<file path="config.mk">
export PLATFORM = sky130hd
export DESIGN_NAME = multicycle_controller
export DESIGN_NICKNAME = d
export VERILOG_FILES = /design/src/rtl/multicycle_controller.sv
export SDC_FILE = /design/constraint.sdc
export NUM_CORES = 1
export LEC_CHECK = 0
export BUFFER_PORTS_ARGS = -buffer_cell sky130_fd_sc_hd__buf_2
export CORE_UTILIZATION = 44
export DETAILED_ROUTE_END_ITERATION = 8
export HOLD_SLACK_MARGIN = 0.15
export PLACE_DENSITY = 0.79
export SETUP_SLACK_MARGIN = 0.4
export SYNTH_ARGS = -nofsm -noshare
export SYNTH_HDL_FRONTEND = slang
export SYNTH_SLANG_ARGS = --single-unit
export TNS_END_PERCENT = 30
</file>
<file path="constraint.sdc">
create_clock -name clk -period 1.7 [get_ports clk]
set_input_delay 0.085 -clock clk [delete_from_list [all_inputs] [get_ports clk]]
set_output_delay 0.085 -clock clk [all_outputs]
set_load 0.03 [all_outputs]
</file>
<file path="src/rtl/multicycle_controller.sv">
// Main control FSM for the multi-cycle RV32I core.
// Sequences the shared ALU, memory port, register file and immediate extender.
module multicycle_controller (
  input  logic       clk,
  input  logic       rst,
  input  logic [6:0] op,
  input  logic [2:0] funct3,
  input  logic       funct7b5,
  input  logic       Zero,
  output logic       PCWrite,
  output logic       AdrSrc,
  output logic       MemWrite,
  output logic       IRWrite,
  output logic       RegWrite,
  output logic [1:0] ResultSrc,
  output logic [1:0] ALUSrcA,
  output logic [1:0] ALUSrcB,
  output logic [2:0] ALUControl,
  output logic [2:0] ImmSrc,
  output logic       Illegal
);

  localparam logic [6:0] OP_LW  = 7'b0000011;
  localparam logic [6:0] OP_SW  = 7'b0100011;
  localparam logic [6:0] OP_R   = 7'b0110011;
  localparam logic [6:0] OP_I   = 7'b0010011;
  localparam logic [6:0] OP_BR  = 7'b1100011;
  localparam logic [6:0] OP_JAL = 7'b1101111;
  localparam logic [6:0] OP_LUI = 7'b0110111;

  localparam logic [2:0] ALU_ADD = 3'b000;
  localparam logic [2:0] ALU_SUB = 3'b001;
  localparam logic [2:0] ALU_AND = 3'b010;
  localparam logic [2:0] ALU_OR  = 3'b011;
  localparam logic [2:0] ALU_SLT = 3'b101;

  typedef enum logic [3:0] {
    S_FETCH, S_DECODE, S_MEMADR, S_MEMREAD,
    S_MEMWB, S_MEMWRITE, S_EXECR, S_EXECI,
    S_ALUWB, S_BRANCH, S_JAL, S_LUI
  } state_t;

  state_t state_q, state_d;

  logic       f3_alu_ok;
  logic       legal;
  logic [2:0] alu_dec;

  always_ff @(posedge clk or posedge rst) begin
    if (rst) state_q <= S_FETCH;
    else     state_q <= state_d;
  end

  always_comb begin
    f3_alu_ok = (funct3 == 3'b000) || (funct3 == 3'b111) ||
                (funct3 == 3'b110) || (funct3 == 3'b010);
    unique case (op)
      OP_LW, OP_SW, OP_JAL, OP_LUI: legal = 1'b1;
      OP_R, OP_I:                   legal = f3_alu_ok;
      OP_BR:                        legal = (funct3[2:1] == 2'b00);
      default:                      legal = 1'b0;
    endcase
  end

  always_comb begin
    unique case (funct3)
      3'b000:  alu_dec = (op == OP_R && funct7b5) ? ALU_SUB : ALU_ADD;
      3'b111:  alu_dec = ALU_AND;
      3'b110:  alu_dec = ALU_OR;
      3'b010:  alu_dec = ALU_SLT;
      default: alu_dec = ALU_ADD;
    endcase
  end

  always_comb begin
    unique case (op)
      OP_SW:   ImmSrc = 3'b001;
      OP_BR:   ImmSrc = 3'b010;
      OP_JAL:  ImmSrc = 3'b011;
      OP_LUI:  ImmSrc = 3'b100;
      default: ImmSrc = 3'b000;
    endcase
  end

  always_comb begin
    state_d    = state_q;
    PCWrite    = 1'b0;
    AdrSrc     = 1'b0;
    MemWrite   = 1'b0;
    IRWrite    = 1'b0;
    RegWrite   = 1'b0;
    ResultSrc  = 2'b00;
    ALUSrcA    = 2'b00;
    ALUSrcB    = 2'b00;
    ALUControl = ALU_ADD;
    Illegal    = 1'b0;
    unique case (state_q)
      S_FETCH: begin
        IRWrite   = 1'b1;
        PCWrite   = 1'b1;
        ALUSrcB   = 2'b10;
        ResultSrc = 2'b10;
        state_d   = S_DECODE;
      end
      S_DECODE: begin
        ALUSrcA = 2'b01;
        ALUSrcB = 2'b01;
        if (!legal) begin
          Illegal = 1'b1;
          state_d = S_FETCH;
        end else begin
          unique case (op)
            OP_LW, OP_SW: state_d = S_MEMADR;
            OP_R:         state_d = S_EXECR;
            OP_I:         state_d = S_EXECI;
            OP_BR:        state_d = S_BRANCH;
            OP_JAL:       state_d = S_JAL;
            default:      state_d = S_LUI;
          endcase
        end
      end
      S_MEMADR: begin
        ALUSrcA = 2'b10;
        ALUSrcB = 2'b01;
        state_d = (op == OP_LW) ? S_MEMREAD : S_MEMWRITE;
      end
      S_MEMREAD: begin
        AdrSrc  = 1'b1;
        state_d = S_MEMWB;
      end
      S_MEMWB: begin
        ResultSrc = 2'b01;
        RegWrite  = 1'b1;
        state_d   = S_FETCH;
      end
      S_MEMWRITE: begin
        AdrSrc   = 1'b1;
        MemWrite = 1'b1;
        state_d  = S_FETCH;
      end
      S_EXECR: begin
        ALUSrcA    = 2'b10;
        ALUControl = alu_dec;
        state_d    = S_ALUWB;
      end
      S_EXECI: begin
        ALUSrcA    = 2'b10;
        ALUSrcB    = 2'b01;
        ALUControl = alu_dec;
        state_d    = S_ALUWB;
      end
      S_ALUWB: begin
        RegWrite = 1'b1;
        state_d  = S_FETCH;
      end
      S_BRANCH: begin
        ALUSrcA    = 2'b10;
        ALUControl = ALU_SUB;
        // funct3[0] distinguishes bne from beq
        PCWrite    = Zero ^ funct3[0];
        state_d    = S_FETCH;
      end
      S_JAL: begin
        ALUSrcA = 2'b01;
        ALUSrcB = 2'b10;
        PCWrite = 1'b1;
        state_d = S_ALUWB;
      end
      S_LUI: begin
        ResultSrc = 2'b11;
        RegWrite  = 1'b1;
        state_d   = S_FETCH;
      end
      default: state_d = S_FETCH;
    endcase
    if (rst) begin
      PCWrite  = 1'b0;
      IRWrite  = 1'b0;
      MemWrite = 1'b0;
      RegWrite = 1'b0;
      Illegal  = 1'b0;
    end
  end

endmodule

</file>
# Yosys cells after proc, flatten, opt, wreduce, memory -nomap -nowiden
# Cells that the tools add are included.
dict set report op_classes {
  eq_ne 21
  muxes 24
  bitwise 1
  reduce_logical 18
}
# operator count
set ops {}
lappend ops {{4-bit one-hot mux with 5 select lines} 2}
lappend ops {{3-bit one-hot mux with 4 select lines} 2}
lappend ops {{7-bit by 6-bit equality test with 1-bit output, second input constant} 3}
lappend ops {{4-bit by 3-bit equality test with 1-bit output, second input constant} 4}
lappend ops {{4-bit equality test, second input constant} 4}
lappend ops {{7-bit equality test, second input constant} 2}
lappend ops {{1-bit 2-to-1 mux} 12}
lappend ops {{2-bit OR reduction} 6}
lappend ops {{3-bit OR reduction} 3}
lappend ops {{4-bit by 2-bit equality test with 1-bit output, second input constant} 2}
lappend ops {{2-bit one-hot mux with 2 select lines} 2}
lappend ops {{4-bit OR reduction} 2}
lappend ops {{7-bit by 2-bit equality test with 1-bit output, second input constant} 1}
lappend ops {{7-bit by 5-bit equality test with 1-bit output, second input constant} 1}
lappend ops {{3-bit equality test, second input constant} 2}
lappend ops {{2-bit one-hot mux with 3 select lines} 1}
lappend ops {{3-bit one-hot mux with 2 select lines} 1}
lappend ops {{4-bit by 1-bit equality test with 1-bit output, second input constant} 1}
lappend ops {{4-bit zero test} 1}
lappend ops {{4-bit 2-to-1 mux} 1}
lappend ops {{3-bit by 2-bit equality test with 1-bit output, second input constant} 1}
lappend ops {{3-bit zero test} 1}
lappend ops {{1-bit logical OR} 3}
lappend ops {{3-bit 2-to-1 mux} 1}
lappend ops {{5 further kinds} 5}
dict set report totals {
  register_bits 4
  inputBits 14
  out_inout_bits 18
}

# Depth between registers and ports, before layout
# Gate-level depths: netlist of the first run.
dict set report depth {
  ltp_word 8
  ltp_mapped 5
  depth_no_buf 4
}

# Worst setup path before layout of the first run
# OpenSTA, ideal clock, no wires.
dict set report synth_path {
  path_type {reg2out}
  startpoint {register state_q[2]}
  endpoint {output port ALUControl[2]}
  arrival_ps 1738
  setup_slack_ps -123
  path_stages_with_launch 5
  cell_sequence {dfrtp_1 > clkbuf_1 > nor2b_1 > nand3b_1 > nor3b_1}
}
dict set report synth_via {
  elab_chain_cells 3
  elab_cells_between_ends 5
  cone_classes {eq/ne: 3; mux: 1; reduce/logical: 1}
}
# item line_no
set synth_lines {}
lappend synth_lines {{start, declared} 43} ;# state_t state_q, state_d;
lappend synth_lines {{start signal, assigned} 51} ;# else state_q <= state_d;
lappend synth_lines {{4-bit by 3-bit equality test with 1-bit output} 97} ;# unique case (state_q)
lappend synth_lines {{2-bit OR reduction (no source line)} -}
lappend synth_lines {{3-bit one-hot mux with 2 select lines *} 97}
lappend synth_lines {{end, declared} 18} ;# output logic [2:0] ALUControl,
# Mark *: on every way between the ends. The rest lies on a longest branch, timed or not.

# Worst setup path after layout of the first run
dict set report layout_path {
  startpoint {register state_q[3]}
  endpoint {output port PCWrite}
}
dict set report layout_via {
  elab_chain_cells 4
  elab_cells_between_ends 6
  cone_classes {eq/ne: 2; mux: 2; reduce/logical: 2}
}
# item line_no
set layout_lines {}
lappend layout_lines {{4-bit equality test or 4-bit zero test (tied branches)} 97}
lappend layout_lines {{2-bit OR reduction (no source line)} -}
lappend layout_lines {{1-bit one-hot mux with 2 select lines *} 97}
lappend layout_lines {{1-bit 2-to-1 mux *} 176} ;# if (rst) begin
lappend layout_lines {{end, declared} 10} ;# output logic PCWrite,
# Marks and branches as above.

==> reports/metrics.cfg, run 1 <==
[outcome]
outcome=complete, no violations

[worst_setup_path]
critPathMaxStageDelay_ps=450
worst-path-max-fanout=7
slowest_stage=dfrtp_2
cp_data_arrival_time_ps=1480
reg2regPathDepth=3
critPathLaunchType=register
reg2reg_from=state_q[1]$_DFF_PP0_
cp_num_cells=6
worstSetupPathType=reg -> out
rrSetupSlack_ps=270
critPathTopFamily=flip-flops
setup.worst_path.end_class=primary output
crit_top_cell=buf_4
r2r-end=state_q[0]$_DFF_PP0_
critPathRequiredTime_ps=1620
crit_buf_inv=2
crit_chain=buf_4 > nor2b_2 > nor3_1 > a31oi_1 > nor3_2 > buf_4

[yosys]
synth_edf_count=0
netlist_area_um2=627
avgSynthCellArea_um2=6.74
yosysWarnings=0
seq_area_frac_synth=0.160
synth_cell_type_count=36
synth_flop_cell=dfrtp_1
ys_ff_latch=4
syn_nets=107
synth_cells=93
async_flop_share=1.00

[power_and_ir_drop]
p_sw_frac=0.478
p_int_mw=0.568
comb_power_share=0.749
p_clk_frac=0.119
p_leak_nw=0.515
power_density_nw_per_um2=923
p_seq_frac=0.132
switching_power_mw=0.521
ir_drop_v=0.000415

[global_route]
overflow=0
grt_max_degree=10
grtUsageTotal=0.312
antenna_found_initial=0
grt_pass1_vias=783
grt_pass1_wl_um=3290

[timing]
setup_tns_ps=0
maxSlewViolCount=0
fin_worst_skew_ps=3.70
hold_viol=0
relSlewSlack=0.775
final.period_utilization=0.923
max_freq_mhz=637
max_slew.worst_pin.slew_ps=336
period_needed_ps=1570
finalSetupViolCount=0
rsz0062_at_grt=yes

[floorplanning]
die_area_um2=1580
start_util=0.476
num_rows=13
core_area_um2=1320
die_w_um=39.7
die_h_um=39.7
io_pins=32

[cts]
cts-htree-levels=1
cts_sinks=4
clockBufferDepth=2
cts_root_buffer=clkbuf_4
cts_buffers=3
path_clk_slew_ps=40
cts_tree=yes
clock_latency_ps=250

[detailed_routing]
vias=931
drt_iter0_drc=19
drc=0
firstDrtPassIters=5
antenna_left=0
drt-total-wl_um=2480
via_per_inst=5.97
wire_per_inst_um=15.9

[layout]
layout.nets=157
antenna_cells=0
largest_register_ffs=4
drive_above_1_share=0.610
stdcell_count=156
layout_commonest_cell=buf_4
area_growth_pct=88.2
top_regs=state_q: 4 flops
regMostFlops=state_q
layout_common_cells=buf_4, buf_2, buf_6

[placement]
routabilityCongestion=0.799
io_buffer_count=31
place.detailed.hpwl_um=1300
dp.cells=137

[min_path]
worstHoldEndpoint=state_q[2]$_DFF_PP0_
hold_path_startpoint=op[4]
hp-class=in -> reg
hold_path_depth=3

[flow_run]
max-cap-violations=0

## worst max-delay path by stage
| stage | start | to | slack [ps] |
|---|---|---|---|
| 3_3_place_gp | funct3[1] | Illegal | 160 |
| 4_1_cts | state_q[3]$_DFF_PP0_ | ResultSrc[1] | 200 |
| 3_5_place_dp | funct3[1] | Illegal | 160 |
| 2_1_floorplan | state_q[2]$_DFF_PP0_ | ALUSrcB[0] | 240 |
| 6_report | state_q[3]$_DFF_PP0_ | PCWrite | 130 |
| 5_1_grt | state_q[3]$_DFF_PP0_ | PCWrite | 80 |
## power by group through the flow
stage | logic [mW] | registers, mW | clock network (mW)
after floorplan | 0.430 | 0.115 | 0
after global placement | 0.543 | 0.149 | 0
after detailed placement | 0.548 | 0.153 | 0
after CTS | 0.744 | 0.141 | 0.124
after global routing | 0.860 | 0.145 | 0.136
final | 0.816 | 0.143 | 0.130
## final cells by class
cell class | instances | area (µm²)
flip-flops and latches | 4 | 105
inverters | 3 | 11.3
multi-input cells | 80 | 642
repair buffers | 51 | 380
clock buffers | 3 | 22.5
fillers | 60 | 138
well taps | 15 | 18.8
## stage by stage
step	power (mW)	hold WS, ps	setup WS, ps	instance area (µm²)	util
2_1_floorplan	0.545	-144	237	697	-
3_3_place_gp	0.693	47.2	161	876	0.665
3_5_place_dp	0.701	47.7	161	876	0.665
4_1_cts	1.01	154	197	1110	0.845
5_1_grt	1.14	174	84.6	1180	0.896
6_report	1.09	169	131	1180	0.896
## kinds of logic after synthesis
group,share of synthesized area
buffers and inverters,0.0539
AND/OR/NAND/NOR,0.515
XOR/XNOR,0.0279
AO/OA/AOI/OAI,0.244
flip-flops,0.160
## repair_timing
action | CTS | global route
buffers inserted | 12 | 3
gates resized for setup | 31 | 13
endpoints found under the hold margin | 4 | 0
pin swaps | 5 | 5
hold buffers | 1 | 0
endpoints found under the setup margin | 19 | 19
## layer usage
metal / global-route usage / share of wire / vias to the layer above
li1: - / - / 438
met1: 0.323 / 0.39 / 439
met2: 0.607 / 0.54 / 44
met3: 0.00568 / 0.041 / 10
met4: 0.181 / 0.036 / 0
met5: 0 / 0 / -
## worst reg2reg max path, stage by stage (launching register included)
cell	delay, ps
dfrtp_2	460
buf_6	150
or3_1	370
o32ai_1	320
## synthesized netlist by cell type (2+ instances only)
master | instances | area (µm²)
or2_1 | 2 | 12.5
nor2_1 | 8 | 30.0
clkbuf_1 | 6 | 22.5
o32ai_1 | 2 | 17.5
dfrtp_1 | 4 | 100
nor2b_1 | 6 | 37.5
nor3b_1 | 3 | 22.5
nand3_1 | 6 | 30.0
nor3_1 | 3 | 15.0
nor4_1 | 2 | 12.5
o22ai_1 | 2 | 12.5
or3_1 | 4 | 25.0
o21ai_1 | 3 | 15.0
inv_1 | 3 | 11.3
a21oi_1 | 8 | 40.0
nand2b_1 | 5 | 31.3
nand2_1 | 6 | 22.5
o21ai_0 | 2 | 10.0
(Power assumes the default switching activity.)
==> inputs of run 2 (changes only) <==
--- a/config.mk
+++ b/config.mk
@@ -6,10 +6,12 @@
 export NUM_CORES = 1
 export LEC_CHECK = 0
 export BUFFER_PORTS_ARGS = -buffer_cell sky130_fd_sc_hd__buf_2
-export CORE_UTILIZATION = 44
+export CORE_ASPECT_RATIO = 1.1
+export CORE_UTILIZATION = 40
 export DETAILED_ROUTE_END_ITERATION = 8
 export HOLD_SLACK_MARGIN = 0.15
-export PLACE_DENSITY = 0.79
+export PLACE_DENSITY = 0.76
+export RECOVER_POWER = 100
 export SETUP_SLACK_MARGIN = 0.4
 export SYNTH_ARGS = -nofsm -noshare
 export SYNTH_HDL_FRONTEND = slang
==> constraint.sdc (replaced) <==
create_clock -name clk -period 1.4 [get_ports clk]
set_input_delay 0.07 -clock clk [delete_from_list [all_inputs] [get_ports clk]]
set_output_delay 0.07 -clock clk [all_outputs]
set_load 0.03 [all_outputs]
==> run 2 against run 1 <==
Compared with the run above:
- the flow now stops in global routing
- synthesized cell count stayed put
- area after synthesis unchanged
==> reports/metrics.cfg, run 2 <==
[outcome]
outcome=aborted with a tool error  ; was complete, no violations
lastStage=global routing
error_line=[ERROR DPL-0038] Utilization greater than 100%, impossible to legalize

[yosys]
synth_flop_cell=dfrtp_1  ; unchanged
synth_cell_type_count=36  ; unchanged
avgSynthCellArea_um2=6.74  ; unchanged
synth_edf_count=0  ; unchanged
syn_nets=107  ; unchanged
yosysWarnings=0  ; unchanged
synth_common_cells=a21oi_1, nor2_1  ; unchanged
synth_cells=93  ; unchanged
synth_top_area_cell=dfrtp_1  ; unchanged
async_flop_share=1.00  ; unchanged
ys_ff_latch=4  ; unchanged
yosys-top-cells-area=dfrtp_1, a21oi_1, nor2b_1  ; unchanged
seq_area_frac_synth=0.160  ; unchanged
netlist_area_um2=627  ; unchanged
synth_top_area_frac=0.160  ; unchanged

[floorplanning]
io_pins=32  ; unchanged
die_w_um=39.7  ; unchanged
die_h_um=43.5  ; was 39.7 µm
num_rows=14  ; was 13
start_util=0.442  ; was 0.476

[placement]
routabilityCongestion=0.796  ; was 0.799
dp.cells=157  ; was 137
place.detailed.hpwl_um=1720  ; was 1300 µm
place_ws_ps=-102  ; was 161 ps
io_buffer_count=31  ; unchanged

[cts]
cts-htree-levels=1  ; unchanged
clockBufferDepth=2  ; unchanged
cts_sinks=4  ; unchanged
cts_buffers=3  ; unchanged
cts_root_buffer=clkbuf_4  ; unchanged

[global_route]
grt_max_degree=13

[timing]
worst_path_end_type=output port
worst_endpoint=ALUSrcA[0]

-- run 2: metrics by stage --
stage / area (µm²) / setup TNS, ps
after floorplan: 808 / 0
after global placement: 1090 / -86.8
after detailed placement: 1090 / -248
after CTS: 1350 / -688
-- run 2: kinds of logic after synthesis --
kind of cell | after synthesis | share of synthesized area
simple gates | 55 | 0.515
compound gates | 23 | 0.244
flops | 4 | 0.160
buf+inv | 9 | 0.0539
xor+xnor | 2 | 0.0279
-- run 2: timing repair --
item,in CTS
pin swaps,10
endpoints found under the setup margin,22
hold buffers,2
gates cloned,0
endpoints found under the hold margin,6
gates resized for setup,54
setup buffers,4
==> inputs of run 3 (changes only) <==
--- a/config.mk
+++ b/config.mk
@@ -6,13 +6,11 @@
 export NUM_CORES = 1
 export LEC_CHECK = 0
 export BUFFER_PORTS_ARGS = -buffer_cell sky130_fd_sc_hd__buf_2
-export CORE_ASPECT_RATIO = 1.1
-export CORE_UTILIZATION = 40
+export CORE_AREA = 2 2 63 65
 export DETAILED_ROUTE_END_ITERATION = 8
-export HOLD_SLACK_MARGIN = 0.15
-export PLACE_DENSITY = 0.76
+export DIE_AREA = 0 0 65 67
+export PLACE_DENSITY_LB_ADDON = 0.15
 export RECOVER_POWER = 100
-export SETUP_SLACK_MARGIN = 0.4
 export SYNTH_ARGS = -nofsm -noshare
 export SYNTH_HDL_FRONTEND = slang
 export SYNTH_SLANG_ARGS = --single-unit
==> constraint.sdc (replaced) <==
create_clock -name clk -period 1.8 [get_ports clk]
set_input_delay 0.09 -clock clk [delete_from_list [all_inputs] [get_ports clk]]
set_output_delay 0.09 -clock clk [all_outputs]
set_load 0.03 [all_outputs]
==> run 3 against run 2 <==
Compared with the run above:
- the flow now finishes without violations
==> reports/metrics.cfg, run 3 (same netlist as run 1, synthesis figures left out) <==
[cts]
cts_sinks=4  ; unchanged
cts_root_buffer=clkbuf_8  ; was clkbuf_4
path_clk_slew_ps=30
clockBufferDepth=2  ; unchanged
post_cts_buffers=0  ; was 4
cts_tree=yes
clock_latency_ps=220
cts-htree-levels=1  ; unchanged
cts_buffers=3  ; unchanged

[global_route]
overflow=0
antenna_found_initial=0
grt_pass1_wl_um=3400
grtUsageTotal=0.100
grt_pass1_vias=744
grt_max_degree=16

[timing]
fin_worst_skew_ps=3.84
period_needed_ps=1650
hold_viol=0
finalSetupViolCount=0
max_slew.worst_pin.slew_ps=490
relSlewSlack=0.670
rsz0062_at_grt=no
final.period_utilization=0.918
worst_slack_ps=147
maxSlewViolCount=0
whs_ps=209
max_freq_mhz=605

[worst_setup_path]
crit_top_cell=nor3_1
setup.worst_path.end_class=primary output
reg2reg_from=state_q[0]$_DFF_PP0_
reg2regPathDepth=3
critPathLaunchType=register
worstSetupPathType=reg -> out
slowest_stage=dfrtp_1
critPathMaxStageDelay_ps=510
critPathRequiredTime_ps=1710
rrSetupSlack_ps=360
cp_data_arrival_time_ps=1560
crit_chain=nor2b_1 > nor3_1 > a31oi_1 > nor3_1 > clkbuf_2
worst-path-max-fanout=13
r2r-end=state_q[2]$_DFF_PP0_

[layout]
layout_common_cells=buf_2, clkbuf_2, nor2_1, a21oi_1
area_growth_pct=40.9
antenna_cells=0
fin_util=0.245
regMostFlops=state_q
fillCellCount=422
layout.nets=142
top_regs=state_q: 4 flops
largest_register_ffs=4
layout_commonest_cell=buf_2
drive_above_1_share=0.302

[floorplanning]
core_area_um2=3610
die_h_um=67  ; was 43.5 µm
num_rows=22  ; was 14
start_util=0.174  ; was 0.442
die_area_um2=4360
die_w_um=65  ; was 39.7 µm
io_pins=32  ; unchanged

[placement]
routabilityCongestion=0.745  ; was 0.796
io_buffer_count=31  ; unchanged
place_ws_ps=218  ; was -102 ps
place.detailed.hpwl_um=1640  ; was 1720 µm

[detailed_routing]
via_per_inst=4.49
vias=782
drt-total-wl_um=2030
drt_iter0_drc=26
firstDrtPassIters=4
drc=0
wire_per_inst_um=11.7
antenna_left=0

[power_and_ir_drop]
power_density_nw_per_um2=914
comb_power_share=0.597
switching_power_mw=0.394
p_clk_frac=0.232
ir_drop_v=0.000217
p_sw_frac=0.488
p_int_mw=0.414
p_leak_nw=0.377
p_seq_frac=0.171

[min_path]
hold_path_depth=2
hold_path_startpoint=op[4]
hp-class=in -> reg
worstHoldEndpoint=state_q[1]$_DFF_PP0_

[flow_run]
max-cap-violations=0

[outcome]
outcome=complete, no violations  ; was aborted with a tool error

[run 3: worst max-delay path by stage]
stage	from	end	slack, ps	cells after the start
2_1_floorplan	state_q[0]$_DFF_PP0_	ALUSrcB[1]	-4	3
3_3_place_gp	funct3[1]	Illegal	230	6
3_5_place_dp	funct3[1]	Illegal	220	6
4_1_cts	state_q[3]$_DFF_PP0_	Illegal	80	4
5_1_grt	state_q[2]$_DFF_PP0_	ALUControl[2]	30	4
6_report	state_q[1]$_DFF_PP0_	PCWrite	150	5
[run 3: layout make-up]
| class | count | area, µm² | share of cell area |
|---|---|---|---|
| Tap cell | 48 | 60.1 | 0.0680 |
| Clock buffer | 3 | 41.3 | 0.0467 |
| Multi-Input combinational cell | 80 | 487 | 0.551 |
| Timing Repair Buffer | 36 | 183 | 0.207 |
| Inverter | 3 | 11.3 | 0.0127 |
| Sequential cell | 4 | 101 | 0.115 |
[run 3: power by group through the flow]
stage          registers, mW  clock network [mW]  logic, mW
2_1_floorplan          0.109                   0      0.365
3_3_place_gp           0.141                   0      0.492
3_5_place_dp           0.141                   0      0.492
4_1_cts                0.140               0.192      0.495
5_1_grt                0.146               0.200      0.535
6_report               0.138               0.187      0.482
[run 3: repair_timing]
| item | in CTS | in global routing |
|---|---|---|
| setup endpoints to repair | 0 | 1 |
| resized for setup | 0 | 1 |
| hold endpoints to repair | 4 | 0 |
| hold buffers | 1 | 0 |
[run 3: critical path: cells and delay by family, from the launching register on]
family,cells,cell delay [ps]
AO/OA/AOI/OAI,1,60
buffers and inverters,1,230
flip-flops,1,510
AND/OR/NAND/NOR,3,550
[run 3: stage by stage]
stage	std cells	area, µm²	power, mW	setup TNS, ps
finish	174	883	0.808	0
global route	174	883	0.880	0
CTS	174	906	0.827	0
detailed placement	170	855	0.633	0
global placement	170	855	0.633	0
floorplan	93	632	0.474	-7.93
[run 3: metal layers]
metal / share of wire / track usage / vias up
met5: 0 / 0 / -
met4: 0.016 / 0.0399 / 0
met3: 0.056 / 0.0186 / 4
met2: 0.42 / 0.159 / 27
met1: 0.50 / 0.133 / 343
li1: - / - / 408
==> inputs of run 4 (changes only) <==
--- a/config.mk
+++ b/config.mk
@@ -9,6 +9,7 @@
 export CORE_AREA = 2 2 63 65
 export DETAILED_ROUTE_END_ITERATION = 8
 export DIE_AREA = 0 0 65 67
+export GPL_TIMING_DRIVEN = 0
 export PLACE_DENSITY_LB_ADDON = 0.15
 export RECOVER_POWER = 100
 export SYNTH_ARGS = -nofsm -noshare
==> run 4 against run 3 <==
Compared with the run above:
- sequential share of layout area fell by 0.077 points
- critical path depth unchanged
- cell count unchanged
- hold slack better by 52 ps
- combinational power decreased by 2%
- first-iteration DRC count is 120% higher
- wire length is 1.6% higher
- non-clock buffer count unchanged
- critical endpoint is now ALUControl[2]
- highest routed layer is now met3
==> reports/metrics.cfg, run 4 (same netlist as run 1, synthesis figures left out) <==
[outcome]
outcome=complete, no violations  ; unchanged

[timing]
max_slew.worst_pin.slew_ps=538  ; was 490 ps
fin_worst_skew_ps=2.32  ; was 3.84 ps
maxSlewViolCount=0  ; unchanged
relSlewSlack=0.638  ; was 0.670
finalSetupViolCount=0  ; unchanged
worst_slack_ps=115  ; was 147 ps
max_freq_mhz=593  ; was 605 MHz
hold_viol=0  ; unchanged
rsz0062_at_grt=no  ; unchanged
period_needed_ps=1690  ; was 1650 ps
final.period_utilization=0.936  ; was 0.918
setup_tns_ps=0  ; unchanged

[power_and_ir_drop]
ir_drop_v=0.000324  ; was 0.000217 V
p_leak_nw=0.371  ; was 0.377 nW
power_mw=0.794  ; was 0.808 mW
power_density_nw_per_um2=904  ; was 914 nW/µm²

[global_route]
grt_max_degree=11  ; was 16
overflow=0  ; unchanged
grt_pass1_vias=658  ; was 744
grt_pass1_wl_um=3140  ; was 3400 µm
grtUsageTotal=0.0930  ; was 0.100
antenna_found_initial=0  ; unchanged

[detailed_routing]
antenna_left=0  ; unchanged
vias=788  ; was 782
drc=0  ; unchanged
drt_iter0_drc=57  ; was 26
firstDrtPassIters=4  ; unchanged
drt-total-wl_um=2070  ; was 2030 µm
wire_per_inst_um=11.9  ; was 11.7 µm
via_per_inst=4.53  ; was 4.49

[worst_setup_path]
critPathLaunchType=register  ; unchanged
reg2regPathDepth=3  ; unchanged
cp_data_arrival_time_ps=1600  ; was 1560 ps
r2r-end=state_q[2]$_DFF_PP0_  ; unchanged
worstSetupPathType=reg -> out  ; unchanged
worst-path-max-fanout=10  ; was 13
reg2reg_from=state_q[0]$_DFF_PP0_  ; unchanged
critPathRequiredTime_ps=1710  ; about the same
setup.worst_path.end_class=primary output  ; unchanged
rrSetupSlack_ps=380  ; was 360 ps

[cts]
clock_latency_ps=220  ; about the same
cts_sinks=4  ; unchanged
path_clk_slew_ps=30  ; about the same
clockBufferDepth=2  ; unchanged
cts-htree-levels=1  ; unchanged
cts_tree=yes  ; unchanged
cts_buffers=3  ; unchanged
cts_root_buffer=clkbuf_8  ; unchanged

[layout]
fillCellCount=418  ; was 422
regArea_um2=100  ; was 101 µm²
antenna_cells=0  ; unchanged
multi_input_area_um2=487  ; unchanged
layout.nets=142  ; unchanged
drive_above_1_share=0.294  ; was 0.302
final_cell_area_um2=878  ; was 883 µm²
regMostFlops=state_q  ; unchanged
largest_register_ffs=4  ; unchanged
fin_util=0.244  ; was 0.245
layout_commonest_cell=buf_2  ; unchanged
area_growth_pct=40.1  ; was 40.9%
layout_common_cells=buf_2, clkbuf_2, nor2_1, a21oi_1, clkbuf_1  ; was buf_2, clkbuf_2, nor2_1, a21oi_1
top_regs=state_q: 4 flops  ; unchanged

[min_path]
hp-class=in -> reg  ; unchanged
worstHoldEndpoint=state_q[1]$_DFF_PP0_  ; unchanged
hold_path_startpoint=op[5]  ; was op[4]
hold_path_depth=3  ; was 2

[placement]
place_area_um2=842  ; was 855 µm²
place_ws_ps=108  ; was 218 ps
routabilityCongestion=0.729  ; was 0.745
io_buffer_count=30  ; was 31
place.detailed.hpwl_um=1580  ; was 1640 µm

[floorplanning]
die_area_um2=4360  ; unchanged
start_util=0.174  ; unchanged
die_w_um=65  ; unchanged
die_h_um=67  ; unchanged
num_rows=22  ; unchanged
io_pins=32  ; unchanged
core_area_um2=3610  ; unchanged

[flow_run]
max-cap-violations=0  ; unchanged

[run 4: cell type report]
type | count | share of cell area
inverter | 3 | 0.0128
tap | 48 | 0.0684
clock buffer | 3 | 0.0470
sequential | 4 | 0.114
timing repair buffer | 31 | 0.174
buffer | 5 | 0.0299
multi-input combinational | 80 | 0.554
[run 4: worst max-delay path: stages (launching register included)]
cell,delay (ps)
dfrtp_1,400
clkbuf_4,240
nor2b_2,200
nand3b_1,150
nor3b_2,170
clkbuf_2,220
[run 4: worst max path at each step]
stage,from,end,slack (ps),cells past startpoint
final,state_q[2]$_DFF_PP0_,ALUControl[2],110,5
after global routing,state_q[2]$_DFF_PP0_,ALUControl[2],20,5
after CTS,state_q[0]$_DFF_PP0_,Illegal,20,5
after detailed placement,state_q[2]$_DFF_PP0_,ALUControl[2],110,5
after global placement,state_q[2]$_DFF_PP0_,ALUControl[2],90,5
after floorplan,state_q[0]$_DFF_PP0_,ALUSrcB[1],-4,3
[run 4: through the flow]
| stage | hold slack [ps] | instances |
|---|---|---|
| 6_report | 262 | 174 |
| 5_1_grt | 275 | 174 |
| 2_1_floorplan | -139 | 93 |
| 4_1_cts | 258 | 175 |
| 3_3_place_gp | 49.6 | 171 |
| 3_5_place_dp | 49.2 | 171 |
[run 4: report_power, final]
group	switching [mW]	internal, mW	total [mW]
Combinational	0.319	0.152	0.471
Clock	0.0430	0.142	0.185
Sequential	0.0338	0.104	0.138
[run 4: repair_timing]
action                     CTS  global route
buffers inserted             0             0
gates resized for setup      2             7
hold buffers                 1             0
hold endpoints to repair     4             0
setup endpoints to repair    6             7
[run 4: routing by layer]
| metal | share of wire | global-route usage | vias to the layer above |
|---|---|---|---|
| met5 | 0 | 0 | - |
| met4 | 0 | 0.0239 | 0 |
| met3 | 0.078 | 0.0338 | 0 |
| met2 | 0.41 | 0.131 | 33 |
| met1 | 0.52 | 0.131 | 351 |
| li1 | - | - | 404 |
